--- config.mk ---
export PLATFORM = sky130hd
export DESIGN_NAME = mvm_input_sequencer
export DESIGN_NICKNAME = d
export VERILOG_FILES = /design/src/rtl/mvm_pkg.sv /design/src/rtl/job_buffer.sv /design/src/rtl/mvm_input_sequencer.sv
export SDC_FILE = /design/constraint.sdc
export NUM_CORES = 1
export LEC_CHECK = 0
export BUFFER_PORTS_ARGS = -buffer_cell sky130_fd_sc_hd__buf_4
export CORE_UTILIZATION = 60
export DETAILED_ROUTE_END_ITERATION = 10
export MAX_ROUTING_LAYER = met4
export PLACE_DENSITY_LB_ADDON = 0.3
export SLEW_MARGIN = 20
export SYNTH_ARGS = -nofsm -noshare
export SYNTH_HDL_FRONTEND = slang
export SYNTH_SLANG_ARGS = --single-unit
--- constraint.sdc ---
create_clock -name clk -period 7.5 [get_ports clk]
set_input_delay 0.75 -clock clk [delete_from_list [all_inputs] [get_ports clk]]
set_output_delay 0.75 -clock clk [all_outputs]
set_load 0.005 [all_outputs]
--- src/rtl/mvm_pkg.sv ---
// Shared definitions for the MVM input sequencer: default sizes, FSM state type, job length helper.
package mvm_pkg;

    localparam int K_DEF     = 8;   // matrix dimension
    localparam int B_DEF     = 12;  // data word width
    localparam int DRAIN_DEF = 10;  // idle cycles after done before the next load

    typedef enum logic [3:0] {
        S_IDLE,
        S_FILL,
        S_LD_M,
        S_STR_M,
        S_LD_V,
        S_STR_V,
        S_GAP,
        S_START,
        S_WAIT,
        S_DRAIN
    } seq_state_t;

    // Words in a full job: K*K matrix (row-major) followed by a K vector.
    function automatic int job_words(input int k);
        return k * k + k;
    endfunction

endpackage

--- src/rtl/job_buffer.sv ---
// Simple dual-port job buffer. The read is registered: the address presented
// in cycle n is available on rd_data in cycle n+1.
module job_buffer #(
    parameter  int DEPTH = 72,
    parameter  int B     = 12,
    localparam int AW    = $clog2(DEPTH)
) (
    input  logic          clk,
    input  logic          wr_en,
    input  logic [AW-1:0] wr_addr,
    input  logic [B-1:0]  wr_data,
    input  logic          rd_en,
    input  logic [AW-1:0] rd_addr,
    output logic [B-1:0]  rd_data
);

    logic [B-1:0] mem [DEPTH];

    // Write port: one word per accepted upstream handshake.
    always_ff @(posedge clk) begin
        if (wr_en) mem[wr_addr] <= wr_data;
    end

    // Read port: registered data so the word is ready the cycle after the address.
    always_ff @(posedge clk) begin
        if (rd_en) rd_data <= mem[rd_addr];
    end

endmodule

--- src/rtl/mvm_input_sequencer.sv ---
// Buffers one complete matrix/vector job from a valid/ready stream, replays it
// gap-free as loadMatrix/loadVector bursts, pulses start, and waits for done
// plus a drain period before accepting the next job.
module mvm_input_sequencer
    import mvm_pkg::*;
#(
    parameter int K     = K_DEF,
    parameter int B     = B_DEF,
    parameter int DRAIN = DRAIN_DEF
) (
    input  logic                clk,
    input  logic                reset,
    input  logic                s_valid,
    output logic                s_ready,
    input  logic signed [B-1:0] s_data,
    input  logic                s_with_mat,
    output logic                mvm_load_matrix,
    output logic                mvm_load_vector,
    output logic                mvm_start,
    output logic signed [B-1:0] mvm_data,
    input  logic                mvm_done,
    output logic                busy,
    output logic [15:0]         job_count
);

    localparam int JW = job_words(K);
    localparam int CW = $clog2(JW + 1);
    localparam int DW = $clog2(DRAIN + 1);
    localparam int AW = $clog2(JW);

    localparam logic [CW-1:0] LEN_FULL  = CW'(JW);
    localparam logic [CW-1:0] LEN_VEC   = CW'(K);
    localparam logic [CW-1:0] MAT_WORDS = CW'(K * K);

    seq_state_t      state, state_nx;
    logic            job_mat;
    logic [CW-1:0]   words_in;
    logic [CW-1:0]   rd_ptr;
    logic [DW-1:0]   drain_cnt;
    logic [CW-1:0]   job_len;
    logic            accept;
    logic            last_word;
    logic            rd_en;
    logic [B-1:0]    rd_data;

    // In IDLE the job type is not latched yet, so the first word's flag decides.
    assign job_len   = ((state == S_IDLE) ? s_with_mat : job_mat) ? LEN_FULL : LEN_VEC;
    assign s_ready   = ((state == S_IDLE) || (state == S_FILL)) && (words_in < job_len);
    assign accept    = s_valid && s_ready;
    assign last_word = accept && (words_in == job_len - CW'(1));

    // Issue the read one cycle ahead so word n lands on mvm_data in stream cycle n.
    assign rd_en = (state_nx == S_STR_M) || (state_nx == S_STR_V);

    job_buffer #(.DEPTH(JW), .B(B)) u_buf (
        .clk     (clk),
        .wr_en   (accept),
        .wr_addr (words_in[AW-1:0]),
        .wr_data (s_data),
        .rd_en   (rd_en),
        .rd_addr (rd_ptr[AW-1:0]),
        .rd_data (rd_data)
    );

    // State register.
    always_ff @(posedge clk) begin
        if (reset) state <= S_IDLE;
        else       state <= state_nx;
    end

    // Next-state logic; the load begins the cycle right after the last word lands.
    always_comb begin
        state_nx = state;
        unique case (state)
            S_IDLE:  if (accept)                       state_nx = S_FILL;
            S_FILL:  if (last_word)                    state_nx = job_mat ? S_LD_M : S_LD_V;
            S_LD_M:                                    state_nx = S_STR_M;
            S_STR_M: if (rd_ptr == MAT_WORDS)          state_nx = S_LD_V;
            S_LD_V:                                    state_nx = S_STR_V;
            S_STR_V: if (rd_ptr == job_len)            state_nx = S_GAP;
            S_GAP:                                     state_nx = S_START;
            S_START:                                   state_nx = S_WAIT;
            S_WAIT:  if (mvm_done)                     state_nx = S_DRAIN;
            S_DRAIN: if (drain_cnt == DW'(DRAIN - 1))  state_nx = S_IDLE;
            default:                                   state_nx = S_IDLE;
        endcase
    end

    // Pointers, job-type latch, drain timer and completed-job counter.
    always_ff @(posedge clk) begin
        if (reset) begin
            words_in  <= '0;
            rd_ptr    <= '0;
            job_mat   <= 1'b0;
            drain_cnt <= '0;
            job_count <= '0;
        end else begin
            if (state_nx == S_IDLE) words_in <= '0;
            else if (accept)        words_in <= words_in + CW'(1);

            if (state_nx == S_IDLE) rd_ptr <= '0;
            else if (rd_en)         rd_ptr <= rd_ptr + CW'(1);

            if (state == S_IDLE && accept) job_mat <= s_with_mat;

            if (state == S_DRAIN) drain_cnt <= drain_cnt + DW'(1);
            else                  drain_cnt <= '0;

            if (state == S_WAIT && mvm_done) job_count <= job_count + 16'd1;
        end
    end

    // Outputs decoded from the current state; data is forced to zero outside the bursts.
    always_comb begin
        mvm_load_matrix = (state == S_LD_M);
        mvm_load_vector = (state == S_LD_V);
        mvm_start       = (state == S_START);
        mvm_data        = ((state == S_STR_M) || (state == S_STR_V)) ? rd_data : '0;
        busy            = (state != S_IDLE);
    end

endmodule

## Word level (Yosys, flattened, before mapping)

Memory sizes are Yosys's and may differ from the RTL's. A register that Yosys moved wholly into a read port is not among the register bits.
Cells that the tools add are included.

| storage, ports and cells | value |
|---|---|
| logic and storage cells | 55 |
| output and inout port bits | 33 |
| input bits | 17 |
| memories kept | 1 |
| register bits | 39 |
| RAM bits | 864 |

Memory list:

| name | depth | bits a word | read ports | clocked after memory_dff | write ports | line | source |
|---|---|---|---|---|---|---|---|
| u_buf.mem | 72 | 12 | 1 | 1 | 1 | job_buffer.sv:17 | `logic [B-1:0] mem [DEPTH];` |

| operators by class | value |
|---|---|
| $add $sub $neg | 5 |
| bitwise logic cells | 1 |
| multiplexer cells | 13 |
| eq/ne operators | 15 |
| reduce and logical (&&, ||, !) cells | 13 |
| $lt $le $gt $ge | 1 |

Operator list:

| kind | number |
|---|---|
| $pmux W4 S10 | 1 |
| $mux W4 | 6 |
| $eq A4 B3 Y1 const B | 5 |
| $add A16 B1 Y16 const B | 1 |
| $add A7 B1 Y7 const B | 2 |
| $eq A7 B7 Y1 | 2 |
| $eq A4 B2 Y1 const B | 3 |
| $eq A4 B4 Y1 const B | 3 |
| $mux W12 | 1 |
| $logic_not A4 Y1 | 2 |
| $eq A7 B7 Y1 const B | 1 |
| $lt A7 B7 Y1 | 1 |
| $mux W7 | 1 |
| $sub A7 B1 Y7 const B | 1 |
| $logic_and A1 B1 Y1 | 5 |
| $add A4 B1 Y4 const B | 1 |
| $eq A4 B1 Y1 const B | 1 |
| $reduce_bool A4 Y1 | 1 |
| $reduce_or A2 Y1 | 2 |
| $logic_or A1 B1 Y1 | 3 |
| $mux W1 | 3 |
| $mux W3 | 1 |
| $not A1 Y1 | 1 |

## Depth between registers and ports, before layout

Gate-level depths: netlist of run 1.

| depth | value |
|---|---|
| word-level depth | 11 |
| depth in mapped cells | 15 |
| depth with buffers taken out | 10 |

## Hierarchy

Synthesis of run 1 repeated with hierarchy kept, for this count alone.

| second synthesis, totals | value |
|---|---|
| cells, all modules | 1727 |
| area, all modules | 35785.6 um2 |

By module, submodules not included:

| module | area an instance (um2) | sequential area each (um2) | instances | cells an instance |
|---|---|---|---|---|
| job_buffer | 33634.8 | 26305.2 | 1 | 1479 |
| mvm_input_sequencer | 2150.8 | 780.7 | 1 | 248 |

## Worst setup path after synthesis of run 1

Ideal clock, no wire load.

| timing path | value |
|---|---|
| kind | register to register |
| from | register rd_ptr[1] |
| to | register u_buf.rd_data[0], read port of u_buf.mem (enable) |
| period minus slack after synthesis | 3.668 ns |
| stages on the path, launching flop included | 14 |
| path buffers | 5 |
| data arrival time | 3.287 ns |
| slack | 3.832 ns |
| library setup time | 0.380 ns |
| required time | 7.120 ns |
| cell sequence | dfxtp_1 > clkbuf_1 > buf_2 > buf_1 > buf_1 > inv_1 > ha_1 > nor4b_2 > a41o_1 > a21boi_1 > a211oi_2 > nand2b_1 > buf_2 > nor2_1 |

| between the ends | value |
|---|---|
| cells in the longest elaborated chain, start to end | 5 |
| elaborated cells between the ends (all ways) | 8 |
| classes of those cells | eq/ne (4); mux (3); reduce/logical (1) |

RTL lines:

| item | line | source |
|---|---|---|
| from (decl) | mvm_input_sequencer.sv:38 | `logic [CW-1:0] rd_ptr;` |
| from (signal assigned) | mvm_input_sequencer.sv:102 | `else if (rd_en) rd_ptr <= rd_ptr + CW'(1);` |
| $eq A7 B7 Y1 (on tied branches) | mvm_input_sequencer.sv:80, mvm_input_sequencer.sv:78 |  |
| $mux W4 (on tied branches) | mvm_input_sequencer.sv:80, mvm_input_sequencer.sv:78 |  |
| $pmux W4 S10 * | mvm_input_sequencer.sv:74 | `unique case (state)` |
| $eq A4 B2 Y1 or $eq A4 B3 Y1 (tied branches) | mvm_input_sequencer.sv:53 | `assign rd_en = (state_nx == S_STR_M) \|\| (state_nx == S_STR_V);` |
| $logic_or A1 B1 Y1 * | mvm_input_sequencer.sv:53 |  |
| via rd_en | mvm_input_sequencer.sv:43 | `logic rd_en;` |
| to (decl) | job_buffer.sv:14 | `output logic [B-1:0] rd_data` |

Mark *: on every way through the listed nets, which the timed path passes. The rest lies on a longest branch.
A chain may end at the register's enable or synchronous reset.

## Worst setup path after layout of run 1

| timing path | value |
|---|---|
| from | register state[1] |
| to | memory u_buf.mem[51][4] (enable) |

| between the ends | value |
|---|---|
| cells in the longest elaborated chain, start to end | 8 |
| elaborated cells between the ends (all ways) | 10 |
| classes of those cells | order compare (1); eq/ne (1); mux (4); reduce/logical (4) |

RTL lines:

| item | line | source |
|---|---|---|
| from (decl) | mvm_input_sequencer.sv:35 | `seq_state_t state, state_nx;` |
| from (signal assigned) | mvm_input_sequencer.sv:68 | `else state <= state_nx;` |
| $logic_not A4 Y1 | mvm_input_sequencer.sv:47, mvm_input_sequencer.sv:48 |  |
| $mux W1 | mvm_input_sequencer.sv:47 | `assign job_len = ((state == S_IDLE) ? s_with_mat : job_mat) ? LEN_FULL : LEN_VEC;` |
| $mux W7 | mvm_input_sequencer.sv:47 |  |
| $lt A7 B7 Y1 | mvm_input_sequencer.sv:48 | `assign s_ready = ((state == S_IDLE) \|\| (state == S_FILL)) && (words_in < job_len);` |
| $logic_and A1 B1 Y1 * | mvm_input_sequencer.sv:48 |  |
| $logic_and A1 B1 Y1 * | mvm_input_sequencer.sv:49 | `assign accept = s_valid && s_ready;` |
| $mux W1 * | job_buffer.sv:21 | `if (wr_en) mem[wr_addr] <= wr_data;` |
| $mux W1 (not written as such) * | job_buffer.sv:21 |  |
| to (decl) | job_buffer.sv:17 |  |

Every way passes the cells marked *; elsewhere a longest branch is shown, timed or not.

==> results of run 1 <==
placed cells by master (no fill, tap or decap), drive strengths merged, types with 7 or more instances in the layout:
| cell type | n |
|---|---|
| edfxtp | 876 |
| mux4 | 276 |
| nor2 | 114 |
| clkbuf | 108 |
| buf | 61 |
| dfxtp | 39 |
| nand2 | 36 |
| clkinv | 34 |
| mux2i | 18 |
| and2 | 14 |
| nand3 | 14 |
| o21a | 12 |
| xor2 | 12 |
| a21oi | 11 |
| inv | 11 |
| nand4 | 10 |
| nand2b | 9 |
| xnor2 | 9 |
| nor2b | 7 |
| ha | 7 |
| bufinv | 7 |
| o21ai | 7 |
worst max path at each step:
stage               depth (start not counted)  slack, ns           endpoint
floorplan                                  13       3.83   u_buf.rd_data[0]
global placement                            8       3.09   u_buf.mem[51][3]
detailed placement                          8       3.02   u_buf.mem[51][3]
CTS                                         8       2.96  u_buf.mem[11][10]
global route                                8       2.72   u_buf.mem[51][4]
finish                                      8       2.95   u_buf.mem[51][4]
cell usage after synthesis (6+ instances only):
library cell,instances
a21oi_1,11
and2_1,14
buf_1,15
buf_2,23
buf_4,9
clkbuf_1,36
dfxtp_1,39
edfxtp_1,876
ha_1,7
inv_1,9
mux2i_1,18
mux4_2,276
nand2_1,36
nand2b_1,9
nand3_1,14
nand4_1,10
nor2_1,114
nor2b_1,7
o21a_1,12
o21ai_0,6
xnor2_1,9
xor2_1,12
tightest hold or removal path: cells and delay by family:
family / cells / cell delay, ns
mux: 1 / 0.06
simple gates: 1 / 0.08
buf+inv: 1 / 0.10
power by group through the flow:
stage          sequential, mW  clock (mW)  combinational [mW]
6_report                 5.61        4.27               0.149
5_1_grt                  5.61        4.49               0.157
4_1_cts                  5.61        4.30               0.149
3_5_place_dp             5.72           0               0.148
3_3_place_gp             5.72           0               0.140
2_1_floorplan            5.72           0              0.0409
flip-flops by register name, indices dropped and copies added (netlist names):
| name | cells |
|---|---|
| state | 4 |
| drain_cnt | 4 |
| rd_ptr | 7 |
| u_buf.rd_data | 12 |
| words_in | 7 |
| job_count | 16 |
| job_mat | 1 |
| u_buf.mem | 864 |
routing by layer:
metal  wire (microns)  vias to the layer above  part of all wire [%]
li1                 -                     6881                     -
met1            31430                     9014                    39
met2            39580                     1003                    49
met3             7125                      141                   8.9
met4             1927                        0                   2.4
met5                0                        -                     0
through the flow:
step	worst slack, ns	total power, mW	std cells
finish	2.947	10.02	2513
global route	2.721	10.25	2513
CTS	2.962	10.06	2510
detailed placement	3.024	5.866	2355
global placement	3.094	5.857	2355
floorplan	3.832	5.756	1614
layout make-up:
type                            instances  area share, %
Antenna cell                            2        0.01264
Clock buffer                          108          5.859
Clock inverter                         47          1.062
Inverter                               10        0.09797
Multi-Input combinational cell        605          20.83
Sequential cell                       915          68.45
Tap cell                              765          2.418
Timing Repair Buffer                   61          1.271
cells by family after synthesis:
| family | after synthesis | share of synthesized area [%] |
|---|---|---|
| flip-flops | 915 | 76.00 |
| multiplexers | 294 | 17.95 |
| AND/OR/NAND/NOR | 238 | 3.240 |
| buffers and inverters | 94 | 1.187 |
| AO/OA/AOI/OAI | 45 | 0.8637 |
| XOR/XNOR | 21 | 0.5161 |
| adder cells (fa/ha/maj) | 7 | 0.2457 |
==> results.yml, run 1 <==
timing:
  fin_tns_setup_ns: 0
  final-setup-viol-count: 0
  fin_crit_ns: 4.553
  post-route-period-util_pct: 60.71
  rsz0062_at_grt: "no"
  max_clock_freq_mhz: 219.6
  finClkSkew_ns: 0.02500
  tightest_slew_ns: 1.148
  slew_headroom_pct: 23.46
  drv_slew: 0
  hold_violations: 0
  holdWs_ns: 0.4048
clock_tree:
  cts_resized: 0
  cts_sinks: 915
  cts_tree: "done"
  h-tree-depth: 3
  cts_buffers: 87
  clock_path_buffers: 3
  cts_root_buffer: "clkbuf_16"
  hold_buffers: 0
  clk_latency_ns: 0.63
  clk_pin_slew_ns: 0.06
  cts_setup_buffers: 0
setup_path:
  cp_data_required_time_ns: 7.74
  path_buf_inv: 0
  slowest_delay_ns: 1.14
  worst-path-max-fanout: 12
  startpoint_type: "flip-flop"
  slowest_stage: "nor2_1"
  crit_path_start: "state[1]"
  r2r-end: "u_buf.mem[51][4]"
  worst-setup-path-type: "reg -> reg"
  timing.rr.start: "state[1]"
  r2r_cells: 8
  crit_family: "simple AND/OR/NAND/NOR gates"
  path_cells: "nor4_2 -> mux2i_1 -> ha_1 -> o31ai_1 -> and3_1 -> nor2b_1 -> nand3_1 -> nor2_1"
  cp-end-kind: "flip-flop"
  cp.arrival_ns: 4.79
  r2r_slack_ns: 2.95
global_route:
  top_usage_layer: "met2"
  grt_usage_pct: 28.47
  met1_usage_pct: 40.18
  grt_pass1_vias: 17070
  grtUsageMet3_pct: 5.773
  use_met2_pct: 43.11
  grt_overflow: 0
  antenna_found_initial: 3
  grt_pass1_wl_microns: 118000
  grt_max_degree: 155
floorplanning:
  die_y_microns: 245.7
  row_count: 88
  io_pins: 50
  dieArea_sq_um: 60380
  core-area_sq_um: 58250
  die_x_microns: 245.7
  start_util_pct: 61.19
route:
  vias: 17040
  drc: 0
  drtPass1Iterations: 5
  routed_wl_microns: 80060
  wire_per_inst_microns: 31.86
  via_per_inst: 6.780
  antenna_left: 0
  dr.first_iter.drc_count: 1968
cells_and_area:
  n_fill_cell: 3417
  seq_area_sq_um: 27100
  fin_nets: 1704
  multiInputGateArea_sq_um: 8248
  fin_area_sq_um: 39590
  final_layout_size_suffix_gt1_share_pct: 29.55
  final_util_pct: 67.97
  area_growth_pct: 11.08
synth:
  async_reset_ff_share_pct: 0
  synth_cell_types: 50
  ys_seq_area_share_pct: 76.00
  syn_area_sq_um: 35640
  syn_nets: 1638
  synth_area_leader_cell: "edfxtp_1"
  syn_area_per_cell_sq_um: 22.08
  ys_top_cells_by_area: "edfxtp_1 74%, mux4_2 17%, dfxtp_1 2.2%"
  synth_edf_count: 876
  syn_inst: 1614
  yosys_warnings: 0
  synthFlopType: "edfxtp_1"
  synth_top_area_share_pct: 73.81
  synth-seq-cells: 915
placed_design:
  gp_congestion: 0.8722
  place_hpwl_microns: 44970
  portBuffers: 49
  post_dp_cell_area_sq_um: 36710
power:
  ir_drop_mv: 0.2079
  powerDensity_nw_per_um2: 253.2
  clkPwrFrac_pct: 42.6
  power.leakage_nw: 11.85
  combinationalPowerShare_pct: 1.5
  p_int_mw: 8.065
  p_sw_mw: 1.959
  pwr-share-seq_pct: 55.9
  switching_share_pct: 19.54
hold_path:
  min_to: "job_mat"
  hold_class: "in -> reg"
  hold_depth: 3
  holdCritStartpoint: "s_with_mat"
outcome:
  status: "complete, no violations"
job:
  max_cap_viol_count: 0
Note: power is estimated with default switching activity, not from simulation.
==> inputs of run 2 (changes only) <==
--- a/config.mk
+++ b/config.mk
@@ -5,8 +5,9 @@
 export SDC_FILE = /design/constraint.sdc
 export NUM_CORES = 1
 export LEC_CHECK = 0
+export ABC_AREA = 1
 export BUFFER_PORTS_ARGS = -buffer_cell sky130_fd_sc_hd__buf_4
-export CORE_UTILIZATION = 60
+export CORE_UTILIZATION = 57
 export DETAILED_ROUTE_END_ITERATION = 10
 export MAX_ROUTING_LAYER = met4
 export PLACE_DENSITY_LB_ADDON = 0.3
==> constraint.sdc (replaced) <==
create_clock -name clk -period 3.85 [get_ports clk]
set_input_delay 0.385 -clock clk [delete_from_list [all_inputs] [get_ports clk]]
set_output_delay 0.385 -clock clk [all_outputs]
set_load 0.005 [all_outputs]
==> results.yml, run 2 <==
outcome:
  status: "complete, no violations"
synth:
  synthXorXnorAreaFrac_pct: 0.3765
  yosys_warnings: 0
  synth_edf_count: 876
  synth-compound-area-share_pct: 9.228
  synthFlopType: "edfxtp_1"
  syn_area_sq_um: 37220
  ys_seq_area_share_pct: 72.78
  synth_cell_types: 39
  synthSimpleGateAreaFrac_pct: 14.13
  synth_common_cells: "876 x edfxtp_1, 778 x nor2_1, 455 x o21ai_0, 411 x nand2_1, 96 x clkbuf_1"
  syn_area_per_cell_sq_um: 11.73
  synthMuxAreaShare_pct: 0
  ys_top_cells_by_area: "edfxtp_1 71%, nor2_1 7.8%, o21ai_0 6.1%"
  synth_most_common_cell: "edfxtp_1"
  synth_area_leader_cell: "edfxtp_1"
  syn_inst: 3174
  async_reset_ff_share_pct: 0
  synth_top_family_by_area: "simple AND/OR/NAND/NOR gates"
  synth_top_area_share_pct: 70.68
  synth-seq-cells: 915
  syn_nets: 3198
  yosys.area_share.adder_pct: 0.2353
global_route:
  grt_overflow: 0
  antenna_found_initial: 3
  grt_max_degree: 184
  grt_pass1_vias: 24440
  grt_usage_pct: 31.34
  grt_pass1_wl_microns: 150200
route:
  via_per_inst: 6.053
  wire_per_inst_microns: 23.89
  vias: 25350
  antenna_left: 0
  drtPass1Iterations: 6
  dr.first_iter.drc_count: 3293
  routed_wl_microns: 100000
  drc: 0
floorplanning:
  die_x_microns: 257.5
  row_count: 93
  core-area_sq_um: 64460
  io_pins: 50
  dieArea_sq_um: 66320
  die_y_microns: 257.5
  start_util_pct: 57.73
clock_tree:
  cts_resized: 0
  h-tree-depth: 3
  cts_root_buffer: "clkbuf_16"
  cts_tree: "done"
  cts_sinks: 915
  clk_latency_ns: 0.66
  clock_path_buffers: 3
  cts_buffers: 92
  clk_pin_slew_ns: 0.06
hold_path:
  hold_class: "in -> reg"
timing:
  final-setup-viol-count: 0
  slew_headroom_pct: 28.46
  fin_crit_ns: 3.340
  holdWs_ns: 0.1990
  tightest_slew_ns: 1.073
  max_clock_freq_mhz: 299.4
  hold_violations: 0
  finClkSkew_ns: 0.02249
  drv_slew: 0
  post-route-period-util_pct: 86.74
  fin_tns_setup_ns: 0
  rsz0062_at_grt: "no"
placed_design:
  placed_cells_incl_taps: 4013
  portBuffers: 49
  gp_congestion: 0.9348
  place_hpwl_microns: 59370
cells_and_area:
  reg_top3: "u_buf.mem x864, job_count x16, u_buf.rd_data x12"
  final_cells: 4187
  largest-register: "u_buf.mem"
  multiInputGateArea_sq_um: 8944
  seq_area_sq_um: 27090
  n_fill_cell: 4847
  final_layout_size_suffix_gt1_share_pct: 10.33
  largest_reg_flops: 864
  final_util_pct: 64.90
  final_common_cell: "edfxtp_1"
  area_growth_pct: 12.42
  final_cell_mix: "876 x edfxtp_1, 777 x nor2_1, 455 x o21ai_0"
  fin_nets: 3278
setup_path:
  worst-setup-path-type: "reg -> reg"
  cp_data_required_time_ns: 4.21
  worst-path-max-fanout: 9
  cp.arrival_ns: 3.70
  startpoint_type: "flip-flop"
  cp-end-kind: "flip-flop"
power:
  ir_drop_mv: 0.4333
  powerDensity_nw_per_um2: 483.4
  power.leakage_nw: 14.68
job:
  max_cap_viol_count: 0
==> run 2: cell count changes after synthesis, moves of 35 or more <==
cell,before,now
nor2_1,114,778
o21ai_0,6,455
nand2_1,36,411
mux4_2,276,0
o22ai_1,0,73
inv_1,9,80
clkbuf_1,36,96
o21ai_1,1,61
buf_2,23,65
nand3_1,14,49
==> run 2: area by class of cell <==
type                    instances  area share (%)
diodes                          3         0.01794
clock buffers                 106           5.628
clock inverters                63           1.549
inverters                      95          0.8763
multi-input cells            1982           21.38
flip-flops and latches        915           64.76
well taps                     855           2.557
repair buffers                168           3.236
==> run 2: what timing repair did <==
| item | 4_1_cts | 5_1_grt |
|---|---|---|
| hold endpoints to repair | 7 | 0 |
| setup buffers | 0 | 0 |
| hold buffers | 2 | 0 |
==> run 2: cells by family (layout without fill, tap and decap cells) <==
logic type / after synthesis / in the layout
xor gates and xnor gates: 16 / 16
other: 0 / 3
buffers and inverters: 277 / 432
adders and majority gates: 7 / 7
DFF: 915 / 915
AOI/OAI and AO/OA: 648 / 648
and+or+nand+nor: 1311 / 1311
==> run 2: per-layer routing <==
layer  wire length (microns)  global-route usage [%]  share of wire (%)  vias up
met5                       0                       -                  0        -
met4                    3744                   11.44                3.7        0
li1                        -                       -                  -    11330
met1                   39680                   42.79                 40    12300
met3                    9968                   5.822                 10      239
met2                   46640                   47.33                 47     1476
==> run 2: final timing paths <==
path / start / to / slack [ns] / cells past startpoint
worst min register to register: drain_cnt[0] / drain_cnt[0] / 0.47 / 1
worst max register to register: state[1] / u_buf.mem[30][4] / 0.51 / 11
worst min-delay path: mvm_done / job_count[15] / 0.20 / 4
worst max-delay path: state[1] / u_buf.mem[30][4] / 0.51 / 11
==> run 2: stage by stage <==
step	total power, mW	setup WS, ns	cell area (sq um)
3_3_place_gp	11.48	0.7110	38800
3_5_place_dp	11.48	0.6932	38800
6_report	20.22	0.5104	41840
4_1_cts	20.29	0.6592	41820
2_1_floorplan	11.21	0.8844	37220
5_1_grt	20.68	0.4459	41840
==> run 2: power by group <==
part	total [mW]	internal, mW	leakage [nW]	switching, mW
clock	8.95	5.15	1.46	3.80
combinational	0.356	0.0534	5.02	0.302
sequential	10.9	10.9	8.20	0.00812
total	20.2	16.1	14.7	4.11
==> run 2: critical path: stages (launching register included) <==
cell,delay [ns]
dfxtp_1,0.40
nor2_4,0.21
nand2_2,0.10
nand2_1,0.10
nand2_1,0.06
ha_1,0.29
nand2_1,0.17
nand3_4,0.16
nor2_1,0.33
nand3_2,0.61
nor2_1,0.39
buf_4,0.21
